===== config.mk =====
export PLATFORM = sky130hd
export DESIGN_NAME = led_matrix_col_scan
export DESIGN_NICKNAME = d
export VERILOG_FILES = /design/src/rtl/led_matrix_col_scan.sv
export SDC_FILE = /design/constraint.sdc
export NUM_CORES = 1
export LEC_CHECK = 0
export BUFFER_PORTS_ARGS = -buffer_cell sky130_fd_sc_hd__buf_2
export CAP_MARGIN = 20
export CORE_MARGIN = 2
export CORE_UTILIZATION = 53
export DETAILED_ROUTE_END_ITERATION = 10
export GPL_ROUTABILITY_DRIVEN = 1
export HOLD_SLACK_MARGIN = 0.06
export PLACE_DENSITY_LB_ADDON = 0.2
export REMOVE_ABC_BUFFERS = 1
export SLEW_MARGIN = 0
export SYNTH_ARGS = -nofsm -noshare
export SYNTH_HDL_FRONTEND = slang
export SYNTH_SLANG_ARGS = --single-unit

===== constraint.sdc =====
create_clock -name clk -period 2.65 [get_ports clk]
set_input_delay 0.53 -clock clk [delete_from_list [all_inputs] [get_ports clk]]
set_output_delay 0.53 -clock clk [all_outputs]
set_load 0.03 [all_outputs]

===== src/rtl/led_matrix_col_scan.sv =====
// Time-multiplexed ROWS x COLS LED column scanner with refresh prescaler,
// per-column blanking and a per-frame snapshot of the spot inputs.
//   state   | meaning
//   S_IDLE  | display dark, waiting for en
//   S_BLANK | all rows/columns off for one tick before a column is lit
//   S_SHOW  | column r_col_idx lit with its snapshot rows for SHOW_TICKS ticks
module led_matrix_col_scan #(
  parameter int ROWS           = 4,
  parameter int COLS           = 2,
  parameter int DIV            = 4,
  parameter int SHOW_TICKS     = 3,
  parameter int ROW_ACTIVE_LOW = 1,
  parameter int COL_ACTIVE_LOW = 0
) (
  input  logic                 clk,
  input  logic                 rst_n,
  input  logic                 en,
  input  logic [ROWS*COLS-1:0] spot_in,
  output logic [ROWS-1:0]      row_out,
  output logic [COLS-1:0]      col_out,
  output logic                 frame_done
);

  localparam int PW = (DIV > 1) ? $clog2(DIV) : 1;
  localparam int TW = (SHOW_TICKS > 1) ? $clog2(SHOW_TICKS) : 1;
  localparam int CW = (COLS > 1) ? $clog2(COLS) : 1;
  localparam logic [PW-1:0] P_LAST = PW'(DIV - 1);
  localparam logic [TW-1:0] T_LAST = TW'(SHOW_TICKS - 1);
  localparam logic [CW-1:0] C_LAST = CW'(COLS - 1);
  localparam logic ROW_INV = (ROW_ACTIVE_LOW != 0);
  localparam logic COL_INV = (COL_ACTIVE_LOW != 0);

  typedef enum logic [1:0] {S_IDLE, S_BLANK, S_SHOW} state_t;

  state_t                 r_state, w_state_nxt;
  logic [PW-1:0]          r_pcnt, w_pcnt_nxt;
  logic [TW-1:0]          r_tcnt, w_tcnt_nxt;
  logic [CW-1:0]          r_col_idx, w_col_idx_nxt;
  logic [ROWS*COLS-1:0]   r_snap, w_snap_nxt;
  logic                   r_frame_done, w_frame_done_nxt;
  logic                   w_tick;
  logic                   w_show;
  logic [ROWS-1:0]        w_rows_lit;
  logic [COLS-1:0]        w_col_sel;

  always_ff @(posedge clk or negedge rst_n) begin
    if (!rst_n) begin
      r_state      <= S_IDLE;
      r_pcnt       <= '0;
      r_tcnt       <= '0;
      r_col_idx    <= '0;
      r_snap       <= '0;
      r_frame_done <= 1'b0;
    end else begin
      r_state      <= w_state_nxt;
      r_pcnt       <= w_pcnt_nxt;
      r_tcnt       <= w_tcnt_nxt;
      r_col_idx    <= w_col_idx_nxt;
      r_snap       <= w_snap_nxt;
      r_frame_done <= w_frame_done_nxt;
    end
  end

  assign w_tick = (r_pcnt == P_LAST);

  always_comb begin
    w_state_nxt      = r_state;
    w_pcnt_nxt       = r_pcnt;
    w_tcnt_nxt       = r_tcnt;
    w_col_idx_nxt    = r_col_idx;
    w_snap_nxt       = r_snap;
    w_frame_done_nxt = 1'b0;
    case (r_state)
      S_IDLE: begin
        if (en) begin
          w_state_nxt      = S_BLANK;
          w_snap_nxt       = spot_in;
          w_col_idx_nxt    = '0;
          w_pcnt_nxt       = '0;
          w_tcnt_nxt       = '0;
          w_frame_done_nxt = 1'b1;
        end
      end
      S_BLANK, S_SHOW: begin
        if (!en) begin
          // Dropping en beats any pending wrap, so no frame_done here.
          w_state_nxt   = S_IDLE;
          w_pcnt_nxt    = '0;
          w_tcnt_nxt    = '0;
          w_col_idx_nxt = '0;
        end else begin
          w_pcnt_nxt = w_tick ? '0 : r_pcnt + PW'(1);
          if (w_tick) begin
            if (r_state == S_BLANK) begin
              w_state_nxt = S_SHOW;
              w_tcnt_nxt  = '0;
            end else if (r_tcnt != T_LAST) begin
              w_tcnt_nxt = r_tcnt + TW'(1);
            end else begin
              w_state_nxt = S_BLANK;
              if (r_col_idx == C_LAST) begin
                w_col_idx_nxt    = '0;
                w_snap_nxt       = spot_in;
                w_frame_done_nxt = 1'b1;
              end else begin
                w_col_idx_nxt = r_col_idx + CW'(1);
              end
            end
          end
        end
      end
      default: w_state_nxt = S_IDLE;
    endcase
  end

  // Outputs decode registered state only, so reset darkens them without a clock.
  assign w_show     = (r_state == S_SHOW);
  assign w_rows_lit = w_show ? r_snap[r_col_idx*ROWS +: ROWS] : '0;
  assign w_col_sel  = w_show ? (COLS'(1) << r_col_idx) : '0;
  assign row_out    = w_rows_lit ^ {ROWS{ROW_INV}};
  assign col_out    = w_col_sel ^ {COLS{COL_INV}};
  assign frame_done = r_frame_done;

endmodule


Word-level counts from Yosys, hierarchy flattened --
Index checks and enable logic that the tools add are counted.
Storage, ports and cells: flip-flop bits (word level) 16, latch bits 0, memory bits (writable) 0, memory bits (read-only) 0, output and inout port bits 7, memories 0
Operators by class: $add $sub $neg 3, multipliers 0, div/mod/pow operators 0, order comparisons 0, eq/ne operators 15, shift-type cells 2, mux-type cells 38, bitwise logic cells 1, reductions and logical operators 8
Operator list (number):
- two-way mux 8 bit | 6
- two-way mux 2 bit | 13
- one-hot mux 8 bit (2 select lines) | 1
- != test 2 bit, second input constant | 7
- two-way mux 1 bit | 12
- one-hot mux 2 bit (2 select lines) | 3
- != test 3 bit, second input constant | 3
- != test 4 bit, second input constant | 2
- variable part select 8 x 4 -> 4 bit | 1
- AND reduction 7 bit | 1
- AND reduction 5 bit | 1
- adder 2 x 1 -> 2 bit, second input constant | 2
- == test 2 bit, second input constant | 2
- two-way mux 4 bit | 1
- NOT 4 bit | 1
- one-hot mux 1 bit (2 select lines) | 2
- AND reduction 4 bit | 1
- AND reduction 3 bit | 1
- == test 2 x 1 -> 1 bit, second input constant | 1
- logical NOT 2 bit | 1
- AND reduction 2 bit | 1
- nonzero test 2 bit | 1
- OR reduction 2 bit | 1
- left shift 1 x 1 -> 2 bit, first input constant | 1
- adder 1 bit, second input constant | 1

Longest topological paths before layout --
Gate-level depths: netlist of the first run.
depth in word-level cells 7, depth in mapped cells 6, mapped depth without buffers 5

Worst setup path before layout of the first run --
No wires, ideal clock.
path kind reg2reg, start point register r_state[0], end point register r_snap[0], library setup time 0.125 ns, arrival time 1.813 ns, data required time 2.525 ns, path slack 0.712 ns, cell stages (with the launch flop) 7, buffers on the path 1, clock period less this slack 1.938 ns, cells stage by stage dfrtp_1 inv_1 ha_1 buf_4 nor2_1 a2111oi_4 mux2_2
Between the ends: cells in the longest elaborated chain, start to end 4, elaborated cells between the ends (all ways) 13, classes of those cells 8 x eq/ne; 1 x mux; 4 x reduce/logical
RTL lines:
- from (decl) | RTL line 35 | state_t r_state, w_state_nxt;
- from (signal assigned) | RTL line 55 | r_state <= w_state_nxt;
- == test 2 bit or == test 2 x 1 -> 1 bit (tied branches) | RTL line 73, 94
- OR reduction 2 bit | RTL line 73 | case (r_state)
- != test 2 bit (no source line) or nonzero test 2 bit (tied branches)
- AND reduction 7 bit (no source line)
- to (signal assigned) | RTL line 59 | r_snap <= w_snap_nxt;
- to (decl) | RTL line 39 | logic [ROWS*COLS-1:0] r_snap, w_snap_nxt;
Several ways; a longest one is shown, not always the timed one. A chain may end at the register's enable or synchronous reset.

Final worst setup path of the first run --
start point register r_state[1], end point register r_snap[1]
The elaborated chain is that of the path after synthesis.

==> run_results.csv, run 1 <==
group,metric,value,unit
outcome,status,"completed",
sta,setup_ws,0.337,ns
synth,syn_avg_cell_area,11.2,um2
sta,rsz0062_at_grt,"false",
hold_path,hold_path.class,"in -> async",
global_route,grt_pass1_vias,604,
drt,wl,1620,um
power_and_ir_drop,ir_worst_vdd,654,uV
die,die_h,45.9,um
drt,wl_per_cell,13.7,um
sta,fmax,432,MHz
synth,seq_area_frac_synth,43.1,%
placed_design,place.gp.congestion,0.776,
clocking,clock_path_buffers,2,
power_and_ir_drop,cellPowerDensity,1110,nW/um2
sta,worst_pin_slew,0.681,ns
clocking,ctsResizeCount,0,
placed_design,numPortBuffers,17,
synth,synthTopCellsByArea,"dfrtp_1, mux2_2, ha_1, o21ai_0, a2111oi_4",
clocking,cts.htree.levels,1,
drt,ant_nets,0,
synth,yosys_warnings,0,
clocking,cts_tree,"yes",
critical_path,start_kind,"flop",
global_route,overflow,0,
sta,finClkSkew,0.00168,ns
synth,synth_cell_type_count,28,
sta,slew_violations,0,
critical_path,crit_path_start,"r_state[1]$_DFFE_PN0P_",
drt,vias,671,
critical_path,r2r-end,"r_snap[1]$_DFFE_PN0P_",
synth,async_reset_ff_share,100,%
final_layout,area_growth,12.9,%
clocking,numCtsBuffers,3,
synth,syn_inst,83,
placed_design,post-dp-hpwl,1270,um
sta,min_period,2.31,ns
clocking,root_buffer,"clkbuf_4",
critical_path,crit_required,2.82,ns
critical_path,path_class,"reg -> reg",
die,dieArea,2100,um2
clocking,postCtsSetupBuffers,0,
die,die_w,45.9,um
placed_design,placedCellCount,114,
final_layout,multiInputGateArea,484,um2
synth,synth_area,930,um2
die,initial_core_util,55.0,%
placed_design,dp_slack,0.370,ns
critical_path,r2r_slack,0.34,ns
die,num_rows,15,
global_route,grt_max_degree,17,
synth,yosysTopAreaCell,"dfrtp_1",
power_and_ir_drop,p_leak,0.471,nW
final_layout,antenna_cells,0,
die,coreArea,1690,um2
final_layout,seqCellArea,400,um2
clocking,cts_sinks,16,
sta,setup_viol,0,
die,ios,18,
final_layout,instances_no_fill,118,
drt,dr.pass1.iters,3,
critical_path,cp-endpoint,"r_snap[1]$_DFFE_PN0P_",
critical_path,arrival,2.49,ns
synth,synthFlopType,"dfrtp_1",
critical_path,path_max_fanout,10,
final_layout,drive_gt1_share,34.7,%
critical_path,ff2ff_path_depth,5,
clocking,holdBufCountCts,0,
sta,maxSlewHeadroom,54.6,%
global_route,grt_usage,17.8,%
global_route,grt_pass1_wl,2620,um
clocking,clk_pin_slew,0.09,ns
drt,drcViolationCount,0,
sta,setup_tns,0,ns
final_layout,post-route-util,62.1,%
sta,finalCritPeriodShare,87.3,%
sta,hold_viol,0,
drt,via_per_inst,5.69,
clocking,clk_latency,0.28,ns
final_layout,nFillCells,152,
critical_path,worstReg2RegStart,"r_state[1]$_DFFE_PN0P_",
synth,synth-edff-count,0,
synth,synthDominantCellAreaShare,43.1,%
critical_path,cp-end-kind,"flop",
flow_run,cap_violations,0,
global_route,antenna_found_initial,0,
final_layout,finalNetCount,119,
drt,drtIter0Drc,16,
synth,synth-seq-cells,16,
## worst min-delay path by stage
stage | cells after the start | startpoint | endpoint
after global routing | 1 | rst_n | r_snap[7]$_DFFE_PN0P_
after global placement | 1 | rst_n | r_tcnt[0]$_DFFE_PN0P_
final | 1 | rst_n | r_tcnt[1]$_DFFE_PN0P_
after detailed placement | 1 | rst_n | r_tcnt[1]$_DFFE_PN0P_
after CTS | 1 | rst_n | r_tcnt[1]$_DFFE_PN0P_
after floorplan | 0 | rst_n | frame_done$_DFF_PN0_
## sequential cells by signal, indices dropped and copies added (netlist names)
| register | count |
|---|---|
| frame_done | 1 |
| r_col_idx | 1 |
| r_pcnt | 2 |
| r_snap | 8 |
| r_state | 2 |
| r_tcnt | 2 |
## metrics by stage
| stage | power [mW] | instance area (um2) | hold WS [ns] |
|---|---|---|---|
| after detailed placement | 1.02 | 1010 | 0.456 |
| after global placement | 0.994 | 1010 | 0.460 |
| final | 1.17 | 1050 | 0.135 |
| after global routing | 1.27 | 1050 | 0.149 |
| after CTS | 1.18 | 1050 | 0.146 |
| after floorplan | 0.886 | 907 | 0.234 |
## logic make-up after synthesis
kind of cell               share of synthesized area [%]
adders and majority gates                           8.08
muxes                                               15.6
and+or+nand+nor                                     14.7
xor gates and xnor gates                           0.942
DFF                                                 43.1
buffers and inverters                               4.84
AOI/OAI and AO/OA                                   12.8
## routing by layer
metal	part of all wire (%)	routed length, um	global-route usage, %	vias up
met5	0	0	0	-
met4	0.93	15	6.86	0
met3	3.0	48	3.57	3
met2	49	796	29.4	12
met1	47	755	22.6	315
li1	-	-	-	341
## where the power goes
group / internal, mW / leakage [nW] / total [mW] / switching [mW]
Combinational: 0.274 / 0.249 / 0.600 / 0.327
Clock: 0.0836 / 0.0210 / 0.157 / 0.0733
Sequential: 0.353 / 0.201 / 0.411 / 0.0577
## worst max-delay path, cell delays in order (launching register included)
cell,delay (ns)
dfrtp_1,0.40
inv_1,0.09
ha_1,0.48
nor2_1,0.14
a2111oi_4,0.68
mux2_2,0.42
## layout by cell type, fill, tap and decap left out, drive strengths merged
cell type | Yosys | final
clkbuf | 1 | 4
a31oi | 1 | 1
o21ai | 8 | 8
nor2 | 1 | 1
a2111oi | 1 | 1
a21oi | 1 | 1
ha | 6 | 6
xor2 | 1 | 1
buf | 2 | 17
o31ai | 1 | 1
nand4 | 2 | 2
nor4bb | 1 | 1
inv | 6 | 6
and2 | 2 | 2
o41ai | 3 | 3
nand3 | 2 | 2
and4b | 1 | 1
nand2b | 1 | 1
dfrtp | 16 | 16
o22ai | 1 | 1
mux2i | 1 | 1
and3b | 1 | 1
nand3b | 3 | 3
nand2 | 6 | 6
nor2b | 2 | 2
mux2 | 12 | 12
## area by class of cell
type | count | area share, %
Clock buffer | 4 | 3.46
Multi-Input combinational cell | 58 | 46.1
Timing Repair Buffer | 17 | 8.10
Sequential cell | 16 | 38.1
Tap cell | 17 | 2.03
Inverter | 6 | 2.15
## Yosys cell counts (all sizes together) (2+ instances only)
cell and n:
ha 6, inv 6, o21ai 8, nand3b 3, dfrtp 16, buf 2, nand2 6, and2 2
nor2b 2, o41ai 3, mux2 12, nand3 2, nand4 2
No activity file was read; power rests on OpenSTA's default activity.
==> run 2: changes to the inputs <==
- SETUP_SLACK_MARGIN: not set -> 0.5
==> run 2 against run 1 <==
  * Clock skew decreased by 0.0012 ns
  * Critical path type is now reg -> out
  * Worst setup slack gained 0.31 ns
  * Largest power group unchanged
  * Highest routed layer unchanged
  * Clock-buffer cell count unchanged
  * Die area unchanged
  * Core utilization increased by 0.89 points
  * Register-to-register slack better by 0.32 ns
  * Non-clock buffer count up 2
  * Total power grew 1.8%
  * Wire length rose by 2.9%
  * Global-route usage grew 0.33 points
  * Combinational power grew 3.3%
==> run_results.csv, run 2 (same netlist as run 1, synthesis figures left out) <==
group,metric,value,unit
placed_design,dp_slack,0.370,ns
die,die_h,45.9,um
die,ios,18,
clocking,root_buffer,"clkbuf_4",
sta,setup_viol,0,
sta,rsz0062_at_grt,"false",
global_route,met2_usage,30.8,%
critical_path,path_max_fanout,9,
die,initial_core_util,55.0,%
clocking,holdBufCountCts,0,
clocking,ctsResizeCount,0,
global_route,grt_usage,18.1,%
final_layout,multiInputGateArea,484,um2
clocking,numCtsBuffers,3,
sta,whs,0.136,ns
sta,setup_ws,0.649,ns
drt,drcViolationCount,0,
final_layout,drive_gt1_share,35.9,%
sta,finalCritPeriodShare,75.5,%
power_and_ir_drop,cellPowerDensity,1120,nW/um2
power_and_ir_drop,ir_worst_vdd,656,uV
clocking,clock_path_buffers,2,
final_layout,final_common_cell,"buf_2",
clocking,clk_latency,0.28,ns
sta,min_period,2.00,ns
critical_path,start_kind,"flop",
drt,dr.pass1.iters,4,
sta,worst_pin_slew,0.389,ns
clocking,cts_tree,"yes",
outcome,status,"completed",
final_layout,area_growth,14.5,%
critical_path,crit_required,2.12,ns
placed_design,post-dp-hpwl,1270,um
sta,fmax,500,MHz
final_layout,nFillCells,150,
sta,hold_viol,0,
global_route,antenna_found_initial,0,
critical_path,cp-end-kind,"output port",
drt,via_per_inst,5.69,
placed_design,place.gp.congestion,0.776,
final_layout,regMostFlops,"r_snap",
power_and_ir_drop,p_leak,0.481,nW
final_layout,antenna_cells,0,
final_layout,largest_reg_flops,8,
die,coreArea,1690,um2
die,dieArea,2100,um2
sta,maxSlewHeadroom,74.0,%
hold_path,hold_path.class,"in -> async",
flow_run,cap_violations,0,
clocking,cts.htree.levels,1,
drt,ant_nets,0,
drt,wl_per_cell,13.9,um
global_route,met3_usage,3.57,%
global_route,overflow,0,
drt,vias,683,
global_route,grt_max_degree,17,
drt,wl,1660,um
final_layout,instances_no_fill,120,
critical_path,path_class,"reg -> out",
sta,setup_tns,0,ns
sta,finClkSkew,0.000485,ns
die,die_w,45.9,um
critical_path,arrival,1.47,ns
placed_design,placed_area,1010,um2
clocking,clk_pin_slew,0.09,ns
drt,drtIter0Drc,19,
global_route,grt_pass1_vias,617,
global_route,grt_busiest_layer,"met2",
global_route,grt_pass1_wl,2660,um
sta,slew_violations,0,
die,num_rows,15,
placed_design,numPortBuffers,17,
final_layout,layout_common_cells,"buf_2, dfrtp_1, mux2_2",
global_route,met1_usage,22.3,%
final_layout,finalNetCount,121,
clocking,postCtsSetupBuffers,2,
final_layout,stdcell_area,1060,um2
placed_design,placedCellCount,114,
final_layout,seqCellArea,400,um2
clocking,cts_sinks,16,
==> run 2: worst max-delay path: stages (launching register included) <==
cell	delay, ns
dfrtp_1	0.56
mux2_2	0.38
nand2_1	0.06
buf_2	0.19
==> run 2: power breakdown <==
part           internal [mW]  switching, mW
Clock                 0.0836         0.0740
Combinational          0.289          0.331
Sequential             0.353         0.0579
Total                  0.726          0.463
==> run 2: worst paths after layout <==
path | startpoint | to | slack (ns) | cells past startpoint
worst max-delay path | r_col_idx$_DFFE_PN0P_ | row_out[0] | 0.65 | 3
min in group clk | spot_in[2] | r_snap[2]$_DFFE_PN0P_ | 0.47 | 2
worst min register to register | r_pcnt[0]$_DFFE_PN0P_ | r_pcnt[0]$_DFFE_PN0P_ | 0.49 | 1
max in group asynchronous | rst_n | r_snap[5]$_DFFE_PN0P_ | 2.26 | 1
worst max register to register | r_state[1]$_DFFE_PN0P_ | r_snap[6]$_DFFE_PN0P_ | 0.66 | 6
worst min-delay path | rst_n | r_tcnt[1]$_DFFE_PN0P_ | 0.14 | 1
==> run 2: cell type report <==
class                   instances  share of cell area [%]
clock buffers                   4                    3.41
inverters                       6                    2.12
multi-input cells              58                    45.5
flip-flops and latches         16                    37.6
well taps                      17                    2.00
repair buffers                 19                    9.40
==> run 2: per-layer routing <==
| metal | up-vias | routed length [um] | part of all wire (%) |
|---|---|---|---|
| met2 | 14 | 824 | 50 |
| met3 | 3 | 66 | 4.0 |
| met4 | 0 | 14 | 0.84 |
| met1 | 320 | 759 | 46 |
| met5 | - | 0 | 0 |
| li1 | 346 | - | - |
==> run 2: through the flow <==
| step | power [mW] | util, % |
|---|---|---|
| floorplan | 0.886 | - |
| global placement | 0.994 | 60.0 |
| detailed placement | 1.02 | 60.0 |
| CTS | 1.20 | 63.0 |
| global route | 1.28 | 63.0 |
| finish | 1.19 | 63.0 |
